[src/rtl/cpu_pkg.sv]
// Shared branch condition codes and branch-resolve FSM state encoding.
package cpu_pkg;

  localparam logic [2:0] COND_NE = 3'b000;
  localparam logic [2:0] COND_EQ = 3'b001;
  localparam logic [2:0] COND_GT = 3'b010;
  localparam logic [2:0] COND_LT = 3'b011;
  localparam logic [2:0] COND_GE = 3'b100;
  localparam logic [2:0] COND_LE = 3'b101;
  localparam logic [2:0] COND_OV = 3'b110;
  localparam logic [2:0] COND_AL = 3'b111;

  localparam logic [15:0] CNT_MAX = 16'hFFFF;

  typedef enum logic {
    RUN    = 1'b0,
    SQUASH = 1'b1
  } bru_state_e;

endpackage

[src/rtl/branch_cond_eval.sv]
// Combinational branch condition evaluation against the {Z,V,N} flags.
module branch_cond_eval
  import cpu_pkg::*;
(
  input  logic [2:0] cond,
  input  logic [2:0] flags,
  output logic       cond_true
);

  logic flag_z, flag_v, flag_n;

  assign flag_z = flags[2];
  assign flag_v = flags[1];
  assign flag_n = flags[0];

  always_comb begin
    cond_true = 1'b0;
    case (cond)
      COND_NE: cond_true = ~flag_z;
      COND_EQ: cond_true = flag_z;
      COND_GT: cond_true = ~flag_z & ~flag_n;
      COND_LT: cond_true = flag_n;
      COND_GE: cond_true = flag_z | (~flag_z & ~flag_n);
      COND_LE: cond_true = flag_z | flag_n;
      COND_OV: cond_true = flag_v;
      COND_AL: cond_true = 1'b1;
      default: cond_true = 1'b0;
    endcase
  end

endmodule

[src/rtl/branch_resolve_unit.sv]
// Decode-stage branch resolution: direction/target check against fetch-time
// prediction, BHT/BTB update strobes, wrong-path squash FSM and statistics.
//
// state  | meaning
// RUN    | resolving branches in the decode slot
// SQUASH | wrong-path instruction in decode; suppress strobes until unstalled
module branch_resolve_unit
  import cpu_pkg::*;
(
  input  logic        clk,
  input  logic        rst,
  input  logic        stall,
  input  logic        is_branch,
  input  logic        is_br_reg,
  input  logic [2:0]  cond,
  input  logic [2:0]  flags,
  input  logic [15:0] IF_ID_PC_curr,
  input  logic [1:0]  IF_ID_prediction,
  input  logic [15:0] IF_ID_predicted_target,
  input  logic [8:0]  branch_imm,
  input  logic [15:0] reg_target,
  output logic        actual_taken,
  output logic        wen_BHT,
  output logic        wen_BTB,
  output logic [15:0] branch_target,
  output logic [15:0] actual_target,
  output logic        update_PC,
  output logic        flush,
  output logic [15:0] branch_count,
  output logic [15:0] mispredict_count
);

  bru_state_e  state_q, state_d;
  logic [15:0] branch_count_q, branch_count_d;
  logic [15:0] mispredict_count_q, mispredict_count_d;

  logic        cond_true;
  logic        valid;
  logic        predicted_taken;
  logic        mispredict;
  logic [15:0] pc_plus2;

  branch_cond_eval u_cond_eval (
    .cond      (cond),
    .flags     (flags),
    .cond_true (cond_true)
  );

  assign pc_plus2        = IF_ID_PC_curr + 16'd2;
  assign branch_target   = is_br_reg ? reg_target
                         : pc_plus2 + {{6{branch_imm[8]}}, branch_imm, 1'b0};
  assign actual_taken    = is_branch & cond_true;
  assign actual_target   = actual_taken ? branch_target : pc_plus2;
  assign predicted_taken = IF_ID_prediction[1];
  assign mispredict      = (predicted_taken != actual_taken) |
                           (predicted_taken & actual_taken &
                            (IF_ID_predicted_target != branch_target));

  assign valid     = is_branch & ~stall & (state_q == RUN);
  assign wen_BHT   = valid;
  assign wen_BTB   = valid & actual_taken;
  assign update_PC = valid & mispredict;
  assign flush     = (state_q == SQUASH);

  always_comb begin
    state_d            = state_q;
    branch_count_d     = branch_count_q;
    mispredict_count_d = mispredict_count_q;
    case (state_q)
      RUN:     if (update_PC) state_d = SQUASH;
      SQUASH:  if (!stall)    state_d = RUN;
      default: state_d = RUN;
    endcase
    if (valid && branch_count_q != CNT_MAX)
      branch_count_d = branch_count_q + 16'd1;
    if (update_PC && mispredict_count_q != CNT_MAX)
      mispredict_count_d = mispredict_count_q + 16'd1;
  end

  always_ff @(posedge clk or posedge rst) begin
    if (rst) begin
      state_q            <= RUN;
      branch_count_q     <= 16'd0;
      mispredict_count_q <= 16'd0;
    end else begin
      state_q            <= state_d;
      branch_count_q     <= branch_count_d;
      mispredict_count_q <= mispredict_count_d;
    end
  end

  assign branch_count     = branch_count_q;
  assign mispredict_count = mispredict_count_q;

endmodule
[config.mk]
export PLATFORM = sky130hd
export DESIGN_NAME = branch_resolve_unit
export DESIGN_NICKNAME = d
export VERILOG_FILES = /design/src/rtl/cpu_pkg.sv /design/src/rtl/branch_cond_eval.sv /design/src/rtl/branch_resolve_unit.sv
export SDC_FILE = /design/constraint.sdc
export NUM_CORES = 1
export LEC_CHECK = 0
export CAP_MARGIN = 5
export CORE_ASPECT_RATIO = 1.2
export CORE_MARGIN = 5
export CORE_UTILIZATION = 35
export DETAILED_ROUTE_END_ITERATION = 16
export PLACE_DENSITY = 0.71
export SLEW_MARGIN = 20
export SYNTH_ARGS = -nofsm -noshare
export SYNTH_HDL_FRONTEND = slang
export SYNTH_HIERARCHICAL = 1
export SYNTH_SLANG_ARGS = --single-unit
[constraint.sdc]
create_clock -name clk -period 5.1 [get_ports clk]
set_input_delay 0.765 -clock clk [delete_from_list [all_inputs] [get_ports clk]]
set_output_delay 0.765 -clock clk [all_outputs]
set_load 0.01 [all_outputs]
**Word-level counts from Yosys, hierarchy flattened**

Index checks and enable logic that the tools add are counted.
W data, S select, Z words.

- Bits in registers: 33
- Input port bits: 70
- Output and inout port bits: 69
- Logic and storage cells: 42

- Add/subtract/negate cells: 4
- Eq/ne operators: 11
- Multiplexer cells: 6
- Bitwise operators: 15
- Reductions and logical operators: 3

Operators by type and width:

| cell | count |
|---|---|
| $add A16 B1 Y16 const B | 2 |
| $mux W16 | 2 |
| $ne A16 B16 Y1 const B | 2 |
| $add A16 B16 Y16 | 1 |
| $add A16 B2 Y16 const B | 1 |
| $ne A16 B16 Y1 | 1 |
| $eq A3 B3 Y1 const B | 4 |
| $and A1 B1 Y1 | 8 |
| $pmux W1 S8 | 1 |
| $eq A3 B2 Y1 const B | 2 |
| $not A1 Y1 | 4 |
| $eq A3 B1 Y1 const B | 1 |
| $logic_not A3 Y1 | 1 |
| $or A1 B1 Y1 | 3 |
| $logic_and A1 B1 Y1 | 2 |
| $mux W1 | 2 |
| $pmux W1 S2 | 1 |
| $ne A1 B1 Y1 | 1 |

**Depth between registers and ports, before layout**

Gate-level depths: netlist of the first run.

- Depth in word-level cells: 11
- Depth in mapped cells: 16

**Modules after synthesis**

Netlist of the first run, hierarchy kept.

By module, submodules not included:

| module | instances | cells an instance | area each (µm²) | seq. area each (µm²) |
|---|---|---|---|---|
| branch_resolve_unit | 1 | 468 | 3,788.6 | 825.8 |
| branch_cond_eval | 1 | 11 | 76.3 | 0.0 |

**Worst setup path before layout of the first run**

No wires, ideal clock.

- Kind: input-to-output
- Start: input IF_ID_PC_curr[3]
- End: output update_PC
- Arrival time: 3.788 ns
- Required time: 4.335 ns
- Path slack: 0.547 ns
- Stages on the path: 15
- Cell sequence: and4_1 -> and3_1 -> nand2_1 -> xnor2_1 -> ha_1 -> buf_6 -> a21o_1 -> a31oi_4 -> nor2_1 -> nor4_4 -> mux2i_1 -> nor4_4 -> nor4_4 -> buf_6 -> nor2_1

- Longest elaborated chain between the ends: 7

Ends and longest elaborated chain:

| what | line | RTL |
|---|---|---|
| start: declaration | branch_resolve_unit.sv:17 | `input logic [15:0] IF_ID_PC_curr,` |
| $add A16 B2 Y16 | branch_resolve_unit.sv:49 | `assign pc_plus2 = IF_ID_PC_curr + 16'd2;` |
| $add A16 B16 Y16 | branch_resolve_unit.sv:51 | `: pc_plus2 + {{6{branch_imm[8]}}, branch_imm, 1'b0};` |
| $mux W16 | branch_resolve_unit.sv:50 | `assign branch_target = is_br_reg ? reg_target` |
| $ne A16 B16 Y1 | branch_resolve_unit.sv:57 | `(IF_ID_predicted_target != branch_target));` |
| $and A1 B1 Y1 | branch_resolve_unit.sv:56 | `(predicted_taken & actual_taken &` |
| $or A1 B1 Y1 | branch_resolve_unit.sv:55 | `assign mispredict = (predicted_taken != actual_taken) \|` |
| $and A1 B1 Y1 | branch_resolve_unit.sv:62 | `assign update_PC = valid & mispredict;` |
| end: declaration | branch_resolve_unit.sv:27 | `output logic update_PC,` |

Every way passes these cells.

**Final worst setup path of the first run**

Ends and elaborated chain as after synthesis.

==> results.json, run 1 <==
{
  "async_reset_ff_frac": 1.00,
  "cts.sinks": 33,
  "reg2reg_from": "mispredict_count[2]$_DFFE_PP0P_",
  "avgSynthCellArea_um2": 8.07,
  "worstPathRequired_ns": 4.34,
  "cp-start-kind": "primary input",
  "synth_cell_types": 65,
  "use_met3": 0.0289,
  "max_slew.worst_pin.slew_ns": 0.662,
  "placed_cell_area_um2": 5970,
  "grt_max_degree": 38,
  "routed_wl_um": 12700,
  "route.detailed.drc": 0,
  "hold_start": "mispredict_count[10]$_DFFE_PP0P_",
  "ant_nets": 0,
  "root_buffer": "clkbuf_16",
  "period_needed_ns": 5.01,
  "drive_above_1_share": 0.226,
  "final_area_um2": 6310,
  "leakage_nw": 2.80,
  "pre_cts_ws_ns": -0.313,
  "max-slew-margin-rel": 0.558,
  "r2r-end": "mispredict_count[1]$_DFFE_PP0P_",
  "finalHoldViolations": 0,
  "met2_usage": 0.331,
  "clkSlewWorstSetupHoldPaths_ns": 0.05,
  "worstPathArrival_ns": 4.24,
  "tns_ns": 0,
  "maxCapViolations": 0,
  "cts_tree": "built",
  "rows": 42,
  "ys_seq_area_frac": 0.214,
  "rsz0062_at_grt": "true",
  "worstSetupPathType": "in2out",
  "globalRouteMet1Util": 0.218,
  "min_to": "mispredict_count[10]$_DFFE_PP0P_",
  "syn_area_um2": 3860,
  "coreArea_um2": 10900,
  "grt_pass1_vias": 4453,
  "first_pass_iters": 4,
  "grt_pass1_wl_um": 20400,
  "final.period_utilization": 0.982,
  "routabilityCongestion": 0.884,
  "outcome": "finished clean",
  "grt_overflow": 0,
  "finalSetupViolations": 0,
  "r2r_slack_ns": 2.47,
  "numCtsBuffers": 5,
  "synth_ff_type": "dfrtp_1",
  "syn_inst": 479,
  "clock_path_buffers": 2,
  "power_mw": 1.45,
  "htreeDepth": 2,
  "grt_antenna_before_repair": 0,
  "hold_depth": 1,
  "start_util": 0.354,
  "worst_slack_ns": 0.0930,
  "dieArea_um2": 13300,
  "final_nets": 796,
  "initialDrtViolationCount": 173,
  "hold_class": "reg2reg",
  "setup.worst_path.end_class": "output port",
  "busiest_layer": "met2",
  "dp_hpwl_um": 10400,
  "synth_edf_count": 0,
  "drv_slew": 0,
  "fmax_mhz": 200,
  "wl_per_cell_um": 15.1,
  "synth.yosys.warnings": 6,
  "die_height_um": 125,
  "syn-num-nets": 572,
  "numPortBuffers": 137,
  "die_w_um": 106,
  "synth_seq_cells": 33,
  "power_density_nw_per_um2": 229,
  "crit_fanout": 8,
  "area_growth_pct": 63.2,
  "clock-skew-final_ns": 0.00558,
  "peakVddDrop_uv": 123,
  "io_pins": 139,
  "insertion_delay_ns": 0.28,
  "r2r_cells": 7,
  "vias": 4379,
  "antenna_cells": 0,
  "grt_util_all_layers": 0.182,
  "vias_per_cell": 5.24
}
-- metal layers --
layer	vias to the layer above	share of wire
li1	2164	-
met1	2045	0.42
met2	145	0.51
met3	25	0.047
met4	0	0.025
met5	-	0
-- cells by family after synthesis --
family | after synthesis | share of synthesized area
buf+inv | 34 | 0.0392
xor+xnor | 58 | 0.131
flops | 33 | 0.214
compound gates | 89 | 0.175
simple gates | 226 | 0.321
fa+ha+maj | 23 | 0.0764
mux | 16 | 0.0437
-- sequential cells by signal, summed over array words and instances, names as in the netlist --
signal	flops
branch_count	16
flush	1
mispredict_count	16
-- per-stage QoR --
step	instances	utilization	hold slack (ns)
2_1_floorplan	479	-	0.515
3_3_place_gp	818	0.546	0.479
4_1_cts	834	0.570	0.491
6_report	836	0.577	0.492
5_1_grt	836	0.577	0.514
3_5_place_dp	818	0.546	0.484
-- synth_stat cells (12+ instances only) --
library cell  count  area (um2)
dfrtp_1          33         826
nand2_1          49         184
nor2_1           58         218
xnor2_1          27         236
nand4_1          13        81.3
xor2_1           31         272
ha_1             22         275
a21oi_1          20         100
and3_1           12        75.1
inv_1            16        60.1
nand3_1          27         135
o21ai_0          20         100
-- layout make-up --
type | count | area [um2]
Clock buffer | 5 | 125
Clock inverter | 3 | 46.3
Fill cell | 989 | 4620
Inverter | 16 | 60.1
Multi-Input combinational cell | 412 | 2980
Sequential cell | 33 | 826
Tap cell | 132 | 165
Timing Repair Buffer | 235 | 2100
-- worst max-delay path, cell delays in order --
cell and delay (ns):
clkdlybuf4s50_1 0.49, and4_4 0.24, and3_1 0.20, nand2_1 0.10, xnor2_2 0.15, ha_1 0.30
buf_4 0.16, nand2_1 0.09, o21ai_0 0.24, buf_4 0.15, a211oi_1 0.04, buf_4 0.15
a2111oi_4 0.31, xnor2_1 0.19, o2111ai_2 0.19, nor4_4 0.22, nor2_2 0.08, buf_2 0.17
-- cells in the final DEF (no fill, tap or decap), types with 6 or more instances in the layout --
cell	Yosys	routed
clkdlybuf4s50_1	0	130
buf_4	0	98
nor2_1	58	55
nand2_1	49	49
dfrtp_1	33	33
xor2_1	31	30
nand3_1	27	27
xnor2_1	27	24
ha_1	22	22
a21oi_1	20	19
inv_1	16	16
o21ai_0	20	16
nand4_1	13	13
and3_1	12	12
nor3_1	11	11
nor3b_1	8	8
or3_1	7	7
mux2i_1	9	7
a21o_1	6	6
nor3_2	6	6
-- worst max-delay path by stage --
stage                     start         to  depth (start not counted)
4_1_cts        IF_ID_PC_curr[1]  update_PC                         19
2_1_floorplan  IF_ID_PC_curr[3]  update_PC                         15
3_5_place_dp   IF_ID_PC_curr[2]  update_PC                         14
6_report       IF_ID_PC_curr[3]  update_PC                         18
3_3_place_gp   IF_ID_PC_curr[3]  update_PC                         15
5_1_grt        IF_ID_PC_curr[3]  update_PC                         19
-- report_power, final --
group          leakage, nW  total [mW]  switching, mW  internal, mW
Combinational         2.28       0.725          0.322         0.403
Sequential           0.433       0.380         0.0718         0.308
Clock               0.0800       0.340          0.110         0.231
Total                 2.80        1.45          0.504         0.942
-- repair_timing --
action,in CTS,in global routing
gates resized for setup,14,21
endpoints found under the hold margin,0,0
pin swaps,10,12
endpoints found under the setup margin,4,9
hold buffers,0,0
buffers inserted,8,2
No activity file was read; power rests on OpenSTA's default activity.
==> inputs of run 2 (changes only) <==
GPL_TIMING_DRIVEN = 0   (was default)
RECOVER_POWER = 50   (was default)
==> run 2 against run 1 <==
Clock power increased by 2%; critical endpoint unchanged; non-clock buffer count decreased by 65; clock skew increased by 0.00062 ns; clock-buffer cell count unchanged.
==> results.json, run 2 (same netlist as run 1, synthesis figures left out) <==
{
  "outcome": "finished clean",
  "cts.sinks": 33,
  "root_buffer": "clkbuf_16",
  "worstPathArrival_ns": 4.21,
  "met2_usage": 0.351,
  "layout.cells.non_filler": 771,
  "dp_hpwl_um": 10200,
  "maxCapViolations": 0,
  "htreeDepth": 2,
  "die_height_um": 125,
  "grt_pass1_vias": 4278,
  "grt_antenna_before_repair": 0,
  "final_common_cell": "clkdlybuf4s50_1",
  "drv_slew": 0,
  "antenna_cells": 0,
  "vias": 4192,
  "drive_above_1_share": 0.156,
  "final_cell_mix": "clkdlybuf4s50_1 (94), nor2_1 (56), nand2_1 (48)",
  "vias_per_cell": 5.44,
  "start_util": 0.354,
  "routed_wl_um": 12800,
  "grt_overflow": 0,
  "busiest_layer": "met2",
  "finalSetupViolations": 0,
  "io_pins": 139,
  "coreArea_um2": 10900,
  "crit_fanout": 9,
  "cts_hold_buffers": 0,
  "dpl.cell_count": 748,
  "initialDrtViolationCount": 189,
  "pre_cts_ws_ns": -1.13,
  "max_slew.worst_pin.slew_ns": 1.26,
  "tns_ns": 0,
  "die_w_um": 106,
  "power_mw": 1.37,
  "peakVddDrop_uv": 119,
  "grt_pass1_wl_um": 20900,
  "power_density_nw_per_um2": 237,
  "routabilityCongestion": 0.906,
  "leakage_nw": 2.50,
  "period_needed_ns": 4.97,
  "fmax_mhz": 201,
  "use_met3": 0.0314,
  "dieArea_um2": 13300,
  "ant_nets": 0,
  "setup.worst_path.end_class": "output port",
  "worstSetupPathType": "in2out",
  "final_nets": 731,
  "route.detailed.drc": 0,
  "hold_slack_ns": 0.480,
  "area_growth_pct": 50.3,
  "clock_path_buffers": 2,
  "rows": 42,
  "final.period_utilization": 0.975,
  "cts_tree": "built",
  "cp-start-kind": "primary input",
  "wl_per_cell_um": 16.6,
  "numPortBuffers": 137,
  "max-slew-margin-rel": 0.162,
  "worstPathRequired_ns": 4.34,
  "clock-skew-final_ns": 0.00620,
  "grt_max_degree": 34,
  "globalRouteMet1Util": 0.227,
  "insertion_delay_ns": 0.28,
  "finalHoldViolations": 0,
  "hold_class": "reg2reg",
  "grt_util_all_layers": 0.190,
  "worst_slack_ns": 0.130,
  "numCtsBuffers": 5,
  "clkSlewWorstSetupHoldPaths_ns": 0.06,
  "first_pass_iters": 4
}
-- run 2: cell count changes in the layout (fill, tap and decap cells not counted), sizes merged --
cell / change
buf: -68
clkdlybuf4s50: -36
dlygate4sd3: +30
clkbuf: +6
dlygate4sd2: +4
dlymetal6s2s: -2
clkdlybuf4s15: +1
clkinvlp: +1
inv: -1
-- run 2: area by class of cell --
class                      instances  area [um2]
inverter                          16        63.8
timing repair buffer             156        1480
tap                              132         165
multi-input combinational        412        3020
clock buffer                       5         125
sequential                        33         826
buffer                            14        77.6
clock inverter                     3        46.3
fill                            1025        5120
-- run 2: per-stage QoR --
step / cell area (um2) / util
final: 5810 / 0.531
after global routing: 5810 / 0.531
after global placement: 5400 / 0.494
after floorplan: 3860 / -
after CTS: 5730 / 0.525
after detailed placement: 5400 / 0.494
-- run 2: path summary, 6_finish.rpt --
| path | slack (ns) | to | startpoint | cells past startpoint |
|---|---|---|---|---|
| max | 0.13 | update_PC | IF_ID_PC_curr[5] | 17 |
| min | 0.48 | mispredict_count[8]$_DFFE_PP0P_ | mispredict_count[8]$_DFFE_PP0P_ | 1 |
| max reg2reg | 2.44 | mispredict_count[11]$_DFFE_PP0P_ | mispredict_count[2]$_DFFE_PP0P_ | 9 |
| min reg2reg | 0.48 | mispredict_count[8]$_DFFE_PP0P_ | mispredict_count[8]$_DFFE_PP0P_ | 1 |
| max in group asynchronous | 3.08 | mispredict_count[15]$_DFFE_PP0P_ | rst | 2 |
| min in group asynchronous | 1.27 | mispredict_count[9]$_DFFE_PP0P_ | rst | 2 |
-- run 2: what timing repair did --
action / in CTS / in global routing
cloned: 0 / 0
buffers inserted: 13 / 6
setup endpoints to repair: 10 / 7
pin swaps: 13 / 6
gates resized for setup: 40 / 16
-- run 2: power by group --
group	internal, mW	total, mW	switching, mW
Combinational	0.336	0.659	0.322
Clock	0.231	0.348	0.117
Sequential	0.308	0.368	0.0605
Total	0.875	1.37	0.500
-- run 2: critical path: stages --
cell	delay (ns)
clkdlybuf4s15_1	0.22
and4_4	0.28
and3_4	0.19
nand2_1	0.08
xnor2_2	0.16
ha_1	0.29
buf_6	0.14
a21o_1	0.23
a31oi_4	0.19
nor2_2	0.08
nor4_4	0.39
mux2i_2	0.32
nor4_4	0.10
nor4_4	0.36
buf_6	0.16
nor2_1	0.06
buf_2	0.18
-- run 2: layer usage --
metal,vias to the layer above,routed length (um),part of all wire
li1,2037,-,-
met1,1996,5230,0.41
met2,143,6630,0.52
met3,16,725,0.057
met4,0,193,0.015
met5,-,0,0
==> inputs of run 3 (changes only) <==
CORE_UTILIZATION = 42   (was 35)
PLACE_DENSITY = 0.82   (was 0.71)
SKIP_LAST_GASP = 1   (was default)
==> run 3 against run 2 <==
Wire length decreased by 1.9%; fmax decreased by 0.79%; first-iteration DRC count increased by 19%; worst hold slack improved by 0.0084 ns; setup slack got worse by 0.040 ns; sequential power about the same; clock power decreased by 45%; register-to-register slack got worse by 0.07 ns; power decreased by 11%; critical path type unchanged.
==> results.json, run 3 (same netlist as run 1, synthesis figures left out) <==
{
  "outcome": "finished clean",
  "path_cells": "clkdlybuf4s50_1 > nor2b_2 > mux2i_1 > o31a_1 > o21a_1 > nand2_1 > clkinvlp_4 > ha_1 > nor4_2 > o2111ai_2 > nor4_4 > buf_6 > nor2_1 > buf_2",
  "numPortBuffers": 137,
  "root_buffer": "clkbuf_8",
  "min_to": "mispredict_count[8]$_DFFE_PP0P_",
  "fmax_mhz": 200,
  "clock_path_buffers": 2,
  "hold_class": "reg2reg",
  "final.period_utilization": 0.982,
  "cts_tree": "built",
  "vias_per_cell": 5.58,
  "hold_depth": 1,
  "insertion_delay_ns": 0.29,
  "max_slew.worst_pin.slew_ns": 1.19,
  "switching_power_uw": 487,
  "power_density_nw_per_um2": 213,
  "slowest_stage": "clkdlybuf4s50_1",
  "area_growth_pct": 48.6,
  "rsz0062_at_grt": "true",
  "vias": 4225,
  "tns_ns": 0,
  "peakVddDrop_uv": 103,
  "die_w_um": 97.6,
  "crit_buf_inv": 4,
  "reg2reg_from": "mispredict_count[2]$_DFFE_PP0P_",
  "cts.sinks": 33,
  "setup.worst_path.end_class": "output port",
  "finalHoldViolations": 0,
  "cp-start-kind": "primary input",
  "comb_power_share": 0.541,
  "grt_overflow": 0,
  "antenna_cells": 0,
  "routabilityCongestion": 0.911,
  "start_util": 0.428,
  "grt_pass1_vias": 4200,
  "globalRouteMet1Util": 0.243,
  "rows": 38,
  "worstPathRequired_ns": 4.34,
  "intPower_uw": 738,
  "worstPathArrival_ns": 4.24,
  "r2r_slack_ns": 2.37,
  "worst_slack_ns": 0.0901,
  "die_height_um": 115,
  "final_nets": 729,
  "clock-skew-final_ns": 0.00609,
  "r2r_cells": 9,
  "dpl.cell_count": 736,
  "crit_fanout": 9,
  "r2r-end": "mispredict_count[2]$_DFFE_PP0P_",
  "maxCapViolations": 0,
  "dp_hpwl_um": 9860,
  "met2_usage": 0.395,
  "io_pins": 139,
  "power.share.clock": 0.157,
  "layout.cells.non_filler": 757,
  "grt_pass1_wl_um": 19800,
  "hold_start": "mispredict_count[8]$_DFFE_PP0P_",
  "pre_cts_ws_ns": -1.08,
  "numCtsBuffers": 5,
  "leakage_nw": 2.50,
  "final_common_cell": "clkdlybuf4s50_1",
  "wl_per_cell_um": 16.5,
  "worstSetupPathType": "in2out",
  "p_sw_frac": 0.397,
  "route.detailed.drc": 0,
  "cp.depth": 14,
  "cts_hold_buffers": 0,
  "p_seq_frac": 0.302,
  "cp_top_family": "simple AND/OR/NAND/NOR gates",
  "fillCellCount": 758,
  "grt_antenna_before_repair": 0,
  "coreArea_um2": 9030,
  "finalSetupViolations": 0,
  "routed_wl_um": 12500,
  "clkSlewWorstSetupHoldPaths_ns": 0.07,
  "dieArea_um2": 11200,
  "ant_nets": 0,
  "grt_util_all_layers": 0.213,
  "busiest_layer": "met2",
  "drive_above_1_share": 0.155,
  "final_cell_mix": "clkdlybuf4s50_1 (92), nor2_1 (56), nand2_1 (48)",
  "initialDrtViolationCount": 224,
  "period_needed_ns": 5.01,
  "max-slew-margin-rel": 0.204,
  "grt_max_degree": 34,
  "drv_slew": 0,
  "first_pass_iters": 5,
  "htreeDepth": 2,
  "slowest_delay_ns": 0.48,
  "use_met3": 0.0419
}
==> run 3: cell count changes in the layout (fill, tap and decap cells not counted), sizes merged, moves of 2 or more <==
cell,previous run,this run
clkdlybuf4s50,94,92
dlygate4sd3,30,32
buf,31,27
dlygate4sd2,6,4
dlymetal6s2s,1,5
==> run 3: power groups by stage <==
stage | Clock, mW | Combinational [mW] | Sequential (mW)
finish | 0.193 | 0.663 | 0.370
global route | 0.210 | 0.718 | 0.376
CTS | 0.196 | 0.660 | 0.370
detailed placement | 0 | 0.643 | 0.374
global placement | 0 | 0.630 | 0.371
floorplan | 0 | 0.318 | 0.383
==> run 3: stage by stage <==
stage	power [mW]	utilization	instance area [um2]	hold slack, ns
2_1_floorplan	0.701	-	3860	0.515
3_3_place_gp	1.00	0.596	5390	0.477
3_5_place_dp	1.02	0.596	5390	0.486
4_1_cts	1.23	0.618	5580	0.496
5_1_grt	1.30	0.636	5740	0.520
6_report	1.23	0.636	5740	0.489
==> run 3: timing repair <==
item                       in CTS  in global routing
resized for setup              27                 36
buffers inserted               10                  5
setup endpoints to repair       9                 10
pin swaps                       8                 10
==> run 3: worst max path at each step <==
stage	startpoint	endpoint	slack [ns]
after floorplan	IF_ID_PC_curr[3]	update_PC	0.55
after global placement	cond[0]	update_PC	-1.01
after detailed placement	cond[0]	update_PC	-1.08
after CTS	IF_ID_PC_curr[7]	update_PC	-0.19
after global routing	cond[2]	update_PC	-0.06
final	cond[0]	update_PC	0.09
==> run 3: worst register-to-register path, delay by kind of cell, from the launching register on <==
| family | cells | cell delay, ns |
|---|---|---|
| flops | 1 | 0.44 |
| xor+xnor | 1 | 0.18 |
| buf+inv | 2 | 0.74 |
| simple gates | 6 | 1.24 |
==> run 3: layout make-up <==
type,count,area (um2),area share
Buffer,16,93.8,0.0163
Clock buffer,5,68.8,0.0120
Clock inverter,3,17.5,0.00305
Inverter,16,63.8,0.0111
Multi-Input combinational cell,412,3050,0.531
Sequential cell,33,826,0.144
Tap cell,120,150,0.0261
Timing Repair Buffer,152,1470,0.256
==> run 3: layer usage <==
metal	wire [um]	vias to the layer above	part of all wire
li1	-	2031	-
met1	4920	1968	0.39
met4	312	0	0.025
met3	943	29	0.075
met5	0	-	0
met2	6350	197	0.51
